--- config.mk ---
export PLATFORM = sky130hd
export DESIGN_NAME = branch_sequencer
export DESIGN_NICKNAME = d
export VERILOG_FILES = /design/src/rtl/branch_sequencer.sv
export SDC_FILE = /design/constraint.sdc
export NUM_CORES = 1
export LEC_CHECK = 0
export BUFFER_PORTS_ARGS = -buffer_cell sky130_fd_sc_hd__buf_2
export CAP_MARGIN = 20
export CORE_MARGIN = 2
export CORE_UTILIZATION = 56
export CTS_BUF_LIST = sky130_fd_sc_hd__clkbuf_2
export DETAILED_ROUTE_END_ITERATION = 6
export GPL_ROUTABILITY_DRIVEN = 1
export PLACE_DENSITY = 0.95
export SYNTH_ARGS = -nofsm -noshare
export SYNTH_HDL_FRONTEND = slang
export SYNTH_SLANG_ARGS = --single-unit
--- constraint.sdc ---
create_clock -name clk -period 7.3 [get_ports clk]
set_input_delay 1.095 -clock clk [delete_from_list [all_inputs] [get_ports clk]]
set_output_delay 1.095 -clock clk [all_outputs]
set_load 0.01 [all_outputs]
--- src/rtl/branch_sequencer.sv ---
// branch_sequencer: multi-cycle executor for br/jr/jal, downstream of the CON flip-flop.
// Define BRANCH_SEQ_LINK_EN to enable jr/jal; otherwise only br executes and jr/jal are illegal.
module branch_sequencer #(
    parameter int DATA_W = 32,
    parameter int OFF_W  = 19
) (
    input  logic              clk,
    input  logic              reset_n,
    input  logic              start,
    input  logic [31:0]       ir,
    input  logic [DATA_W-1:0] pc_in,
    input  logic [DATA_W-1:0] ra_data,
    input  logic              con,
    output logic              con_in,
    output logic [3:0]        ra_sel,
    output logic              ra_out,
    output logic              pc_load,
    output logic [DATA_W-1:0] pc_out,
    output logic              link_we,
    output logic [DATA_W-1:0] link_data,
    output logic              taken,
    output logic              err,
    output logic              busy,
    output logic              done
);

    localparam logic [4:0] OP_BR  = 5'b10010;
    localparam logic [4:0] OP_JAL = 5'b10011;
    localparam logic [4:0] OP_JR  = 5'b10100;

    typedef enum logic [1:0] {IDLE, EVAL, DECIDE, UPDATE} state_t;

    state_t            state;
    state_t            state_next;
    logic [4:0]        op_q;
    logic [3:0]        ra_q;
    logic [OFF_W-1:0]  off_q;
    logic [DATA_W-1:0] pc_q;
    logic [DATA_W-1:0] br_target;
    logic [4:0]        ir_op;
    logic              ir_legal;

    assign ir_op     = ir[31:27];
    assign br_target = pc_q + {{(DATA_W-OFF_W){off_q[OFF_W-1]}}, off_q};

`ifdef BRANCH_SEQ_LINK_EN
    logic [DATA_W-1:0] target_q;
    logic              unused_bits;

    assign ir_legal    = (ir_op == OP_BR) || (ir_op == OP_JAL) || (ir_op == OP_JR);
    assign unused_bits = ^ir[22:OFF_W];

    always_ff @(posedge clk or negedge reset_n) begin
        if (!reset_n) begin
            target_q <= '0;
        end else if (state == EVAL) begin
            target_q <= ra_data;
        end
    end
`else
    logic unused_bits;

    assign ir_legal    = (ir_op == OP_BR);
    assign unused_bits = ^{ir[22:OFF_W], ra_data, OP_JAL, OP_JR};
`endif

    always_ff @(posedge clk or negedge reset_n) begin
        if (!reset_n) begin
            state <= IDLE;
        end else begin
            state <= state_next;
        end
    end

    // Illegal opcodes skip straight to UPDATE so done still comes back to the control unit.
    always_comb begin
        state_next = state;
        case (state)
            IDLE: begin
                if (start) begin
                    state_next = ir_legal ? EVAL : UPDATE;
                end
            end
            EVAL:    state_next = (op_q == OP_BR) ? DECIDE : UPDATE;
            DECIDE:  state_next = UPDATE;
            UPDATE:  state_next = IDLE;
            default: state_next = IDLE;
        endcase
    end

    always_ff @(posedge clk or negedge reset_n) begin
        if (!reset_n) begin
            op_q  <= '0;
            ra_q  <= '0;
            off_q <= '0;
            pc_q  <= '0;
            taken <= 1'b0;
            err   <= 1'b0;
        end else begin
            case (state)
                IDLE: begin
                    if (start) begin
                        op_q  <= ir_op;
                        ra_q  <= ir[26:23];
                        off_q <= ir[OFF_W-1:0];
                        pc_q  <= pc_in;
                        taken <= 1'b0;
                        err   <= !ir_legal;
                    end
                end
                EVAL: begin
                    if (op_q != OP_BR) begin
                        taken <= 1'b1;
                    end
                end
                DECIDE:  taken <= con;
                default: ;
            endcase
        end
    end

    // Outputs are decoded from state only, so reset clears every strobe and data bus at once.
    always_comb begin
        con_in    = 1'b0;
        ra_sel    = '0;
        ra_out    = 1'b0;
        pc_load   = 1'b0;
        pc_out    = '0;
        link_we   = 1'b0;
        link_data = '0;
        done      = 1'b0;
        busy      = (state != IDLE);
        case (state)
            EVAL: begin
                ra_sel = ra_q;
                ra_out = 1'b1;
                con_in = (op_q == OP_BR);
            end
            UPDATE: begin
                done = 1'b1;
                if (!err) begin
                    if (op_q == OP_BR) begin
                        pc_load = taken;
                        pc_out  = taken ? br_target : '0;
                    end
`ifdef BRANCH_SEQ_LINK_EN
                    else begin
                        pc_load = 1'b1;
                        pc_out  = target_q;
                        if (op_q == OP_JAL) begin
                            link_we   = 1'b1;
                            link_data = pc_q;
                        end
                    end
`endif
                end
            end
            default: ;
        endcase
    end

endmodule

## After elaboration in Yosys (flattened, before gate mapping)

Cells that the tools add are included.

| storage, ports and cells | value |
|---|---|
| bits in registers | 64 |
| output and inout bits | 76 |

| cells by class | value |
|---|---|
| $add $sub $neg | 1 |
| eq/ne operators | 8 |
| mux-type cells | 18 |
| reductions and logical operators | 6 |

Operator list:

| kind | number |
|---|---|
| 32-bit 2-to-1 mux | 4 |
| 32-bit adder | 1 |
| 5-bit == test (second input constant) | 2 |
| 1-bit 2-to-1 mux | 9 |
| 2-bit one-hot mux with 4 select lines | 1 |
| 5-bit inequality test (second input constant) | 1 |
| 2-bit == test (second input constant) | 2 |
| 2-bit 2-to-1 mux | 2 |
| 4-bit 2-to-1 mux | 1 |
| 2-bit inequality test (second input constant) | 2 |
| 1-bit one-hot mux with 3 select lines | 1 |
| 3-bit AND reduction | 1 |
| 3-bit nonzero test | 1 |
| 2-bit by 1-bit == test with 1-bit output (second input constant) | 1 |
| 2-bit zero test | 1 |
| 2-bit AND reduction | 1 |
| 2-bit nonzero test | 1 |
| 1-bit zero test | 1 |

## Longest topological paths before layout

| logic depth | value |
|---|---|
| depth in word-level cells | 5 |
| gate-level depth with buffers | 10 |
| mapped depth without buffers | 10 |

## Worst setup path after synthesis

OpenSTA, ideal clock, no wires.

| timing | value |
|---|---|
| path type | register to output |
| start | register off_q[0] |
| end | output port pc_out[24] |
| arrival time | 2273 ps |
| path slack | 3932 ps |
| cell stages (with the launch flop) | 11 |
| cell sequence | dfrtp_1 ha_1 inv_1 fa_1 and2b_1 o2111ai_2 a21oi_4 o21bai_4 a2111oi_4 nor3_1 nor3b_2 |

| between the ends | value |
|---|---|
| word-level cells in the longest chain between the ends | 5 |

RTL lines:

| item | line | RTL |
|---|---|---|
| start, declared | 37 | `logic [OFF_W-1:0] off_q;` |
| start signal, assigned | 105 | `off_q <= ir[OFF_W-1:0];` |
| 32-bit adder | 44 | `assign br_target = pc_q + {{(DATA_W-OFF_W){off_q[OFF_W-1]}}, off_q};` |
| 32-bit 2-to-1 mux | 144 | `pc_out = taken ? br_target : '0;` |
| 32-bit 2-to-1 mux | 142 | `if (op_q == OP_BR) begin` |
| 32-bit 2-to-1 mux | 141 | `if (!err) begin` |
| 32-bit 2-to-1 mux | 133 | `case (state)` |
| end, declared | 18 | `output logic [DATA_W-1:0] pc_out,` |

Every way passes these cells.

## Worst setup path after layout

Ends and elaborated chain as after synthesis.

==> impl_metrics.csv <==
group,metric,value,unit
logic_synthesis,netlist_area,0.00471,mm^2
setup_path,cp_max_fo,5,
place,dp_hpwl,8390,um
clocking,clk_path_buf_depth,2,
logic_synthesis,avgSynthCellArea,10.0,um^2
logic_synthesis,ys_types,63,
logic_synthesis,ys_seq_elements,64,
place,placed_cells,669,
drt,wire_per_inst,16.3,um
clocking,cts_root_buf,"clkbuf_2",
power_and_ir_drop,p_total,2.89,mW
logic_synthesis,async_reset_ff_share,100,%
drt,drt-total-wl,11200,um
outcome,status,"finished clean",
timing,worstMarginPinSlew,0.818,ns
place,dpl_worst_slack,3.58,ns
clocking,numClockSinks,64,
power_and_ir_drop,p_per_area,538,mW/mm^2
setup_path,slowest_delay,0.40,ns
timing,setup_tns,0,ns
die,start_util,57.6,%
setup_path,crit_arrival,3.19,ns
global_routing,overflow,0,
timing,relSlewSlack,45.4,%
setup_path,crit_chain,"ha_1 > inv_1 > fa_1 > and2b_1 > o2111ai_2 > a21oi_4 > o21bai_4 > a2111oi_4 > o21ai_0 > nor3b_2 > buf_2",
drt,dr.pass1.iters,6,
drt,antenna_left,0,
cells_and_area,fillers,636,
global_routing,grt_usage,25.3,%
global_routing,grt_pass1_vias,3909,
drt,drc,0,
die,placementRows,33,
logic_synthesis,ys_warn_count,0,
drt,drtIter0Drc,381,
timing,setup-violations-final,0,
cells_and_area,final_nets,712,
setup_path,path_buf_inv,2,
timing,holdWs,0.524,ns
timing,hold_viol,0,
setup_path,cp-start-kind,"register",
power_and_ir_drop,max-vdd-ir-drop,0.000292,V
logic_synthesis,synth_edf_count,0,
clocking,numCtsBuffers,9,
logic_synthesis,synth_top_area_cell,"dfrtp_1",
clocking,h-tree-depth,3,
timing,fmaxAchievable,0.233,GHz
logic_synthesis,synth_flop_cell,"dfrtp_1",
clocking,cts_resized,0,
logic_synthesis,synth.most_common_cell,"dfrtp_1",
clocking,clk_latency,0.49,ns
timing,finalCritPeriodShare,58.7,%
clocking,cts_hold_buf,0,
timing,grt_setup_unrepaired,"false",
hold_path,hold_path.class,"reg -> reg",
clocking,path_clk_slew,0.18,ns
logic_synthesis,synth_area_leaders,"dfrtp_1 (34%), mux2_2 (14%), ha_1 (9.6%)",
die,die_w,95.7,um
global_routing,grt_max_degree,65,
timing,clock_skew,0.0329,ns
setup_path,crit_required,6.20,ns
place,dpl_cell_area,0.00522,mm^2
flow_run,drv_cap,0,
setup_path,cp-end-kind,"primary output",
drt,met3_length,883,um
cells_and_area,design_area,0.00538,mm^2
cells_and_area,drive_above_1_share,36.4,%
cells_and_area,fin_util,65.8,%
logic_synthesis,synth_cells,469,
global_routing,grt_pass1_wl,18100,um
drt,top_layer_used,"met4",
drt,vias_per_cell,5.79,
timing,drv_slew,0,
die,coreArea,0.00818,mm^2
cells_and_area,area_growth,14.1,%
logic_synthesis,synth_seq_area_share,34.0,%
setup_path,path_delay_family,"compound AO/OA/AOI/OAI gates",
logic_synthesis,ys_top_cells_by_count,"dfrtp_1 (64), mux2_2 (60), ha_1 (36), nor2_1 (36), nand2_1 (35)",
die,pin_count,176,
timing,layout_setup_ws,3.01,ns
logic_synthesis,synth_top_area_share,34.0,%
power_and_ir_drop,power_leakage,2.62,nW
clocking,cts_tree,"built",
place,finalWeightedCongestion,0.891,
place,numPortBuffers,106,
cells_and_area,layoutNonFillerInstCount,685,
setup_path,path_class,"reg -> out",
die,dieArea,0.00916,mm^2
setup_path,critPathSlowestCell,"dfrtp_1",
clocking,cts_setup_buffers,0,
drt,vias,3964,
global_routing,antenna_found_initial,0,
drt,met1_length,4470,um
drt,wl_met2,5430,um
cells_and_area,antennaDiodeCount,0,
timing,fin_crit,4.29,ns
die,die_y,95.7,um
==> final cells by class <==
class	count	area, um^2	share of cell area (%)
clock buffers	11	55.1	1.02
repair buffers	109	553	10.3
clock inverters	5	105	1.95
flip-flops and latches	64	1600	29.8
multi-input cells	380	2890	53.7
inverters	11	41.3	0.768
well taps	105	131	2.44
==> cells in the final DEF (no fill, tap or decap), types with 3 or more instances in the layout <==
cell / count
mux2_2: 60
nand3_1: 10
a31oi_1: 4
nor3_1: 4
inv_1: 10
nand4_1: 5
o211ai_1: 3
clkbuf_2: 11
bufinv_16: 3
dfrtp_1: 64
xnor2_1: 12
o21ai_1: 3
nor2_1: 36
o21ai_0: 17
a21o_1: 10
o21ai_2: 3
a21oi_1: 31
ha_1: 36
and2_1: 8
nand2b_1: 5
conb_1: 33
o21a_1: 6
nand2_1: 34
a21oi_2: 3
buf_2: 106
buf_4: 3
nor2b_1: 4
xor2_1: 10
==> sequential cells by signal (all words and copies together) (netlist names) <==
| signal | cells |
|---|---|
| err | 1 |
| state | 2 |
| op_q | 5 |
| off_q | 19 |
| taken | 1 |
| pc_q | 32 |
| ra_q | 4 |
==> worst reg2reg max path, cell delays in order, from the launching register on <==
cell and delay (ns):
dfrtp_1 0.45, inv_1 0.11, ha_1 0.22, nand2_2 0.05, buf_4 0.58, mux2_2 0.45
==> routing by layer <==
metal | GRT usage, % | vias up
met2 | 43.2 | 227
met4 | 10.0 | 0
met5 | 0 | -
met1 | 31.0 | 1865
li1 | - | 1829
met3 | 5.95 | 43
==> where the power goes <==
group	internal (mW)	switching (mW)	leakage, nW
registers	0.534	0.127	0.759
clock network	0.150	0.133	0.0884
logic	0.846	1.10	1.77
total	1.53	1.36	2.62
==> kinds of logic after synthesis <==
| group | count (synthesis) | share of synthesized area [%] |
|---|---|---|
| simple gates | 120 | 12.8 |
| compound gates | 106 | 17.0 |
| flops | 64 | 34.0 |
| mux | 62 | 14.8 |
| buf+inv | 57 | 7.28 |
| fa+ha+maj | 37 | 9.99 |
| xor+xnor | 22 | 4.09 |
| other cells | 1 | 0.0796 |
==> worst paths after layout <==
check                                     start                    end  slack, ns  cells after the start
hold / removal              ra_q[2]$_DFFE_PN0P_    ra_q[2]$_DFFE_PN0P_       0.52                      1
min in group asynchronous               reset_n   off_q[9]$_DFFE_PN0P_       0.75                      2
hold reg to reg             ra_q[2]$_DFFE_PN0P_    ra_q[2]$_DFFE_PN0P_       0.52                      1
setup reg to reg           state[1]$_DFFE_PN0P_    pc_q[5]$_DFFE_PN0P_       5.33                      5
max in group asynchronous               reset_n  off_q[18]$_DFFE_PN0P_       5.99                      2
setup / recovery           off_q[0]$_DFFE_PN0P_             pc_out[24]       3.01                     11
Power figures use the tool's default switching activity.
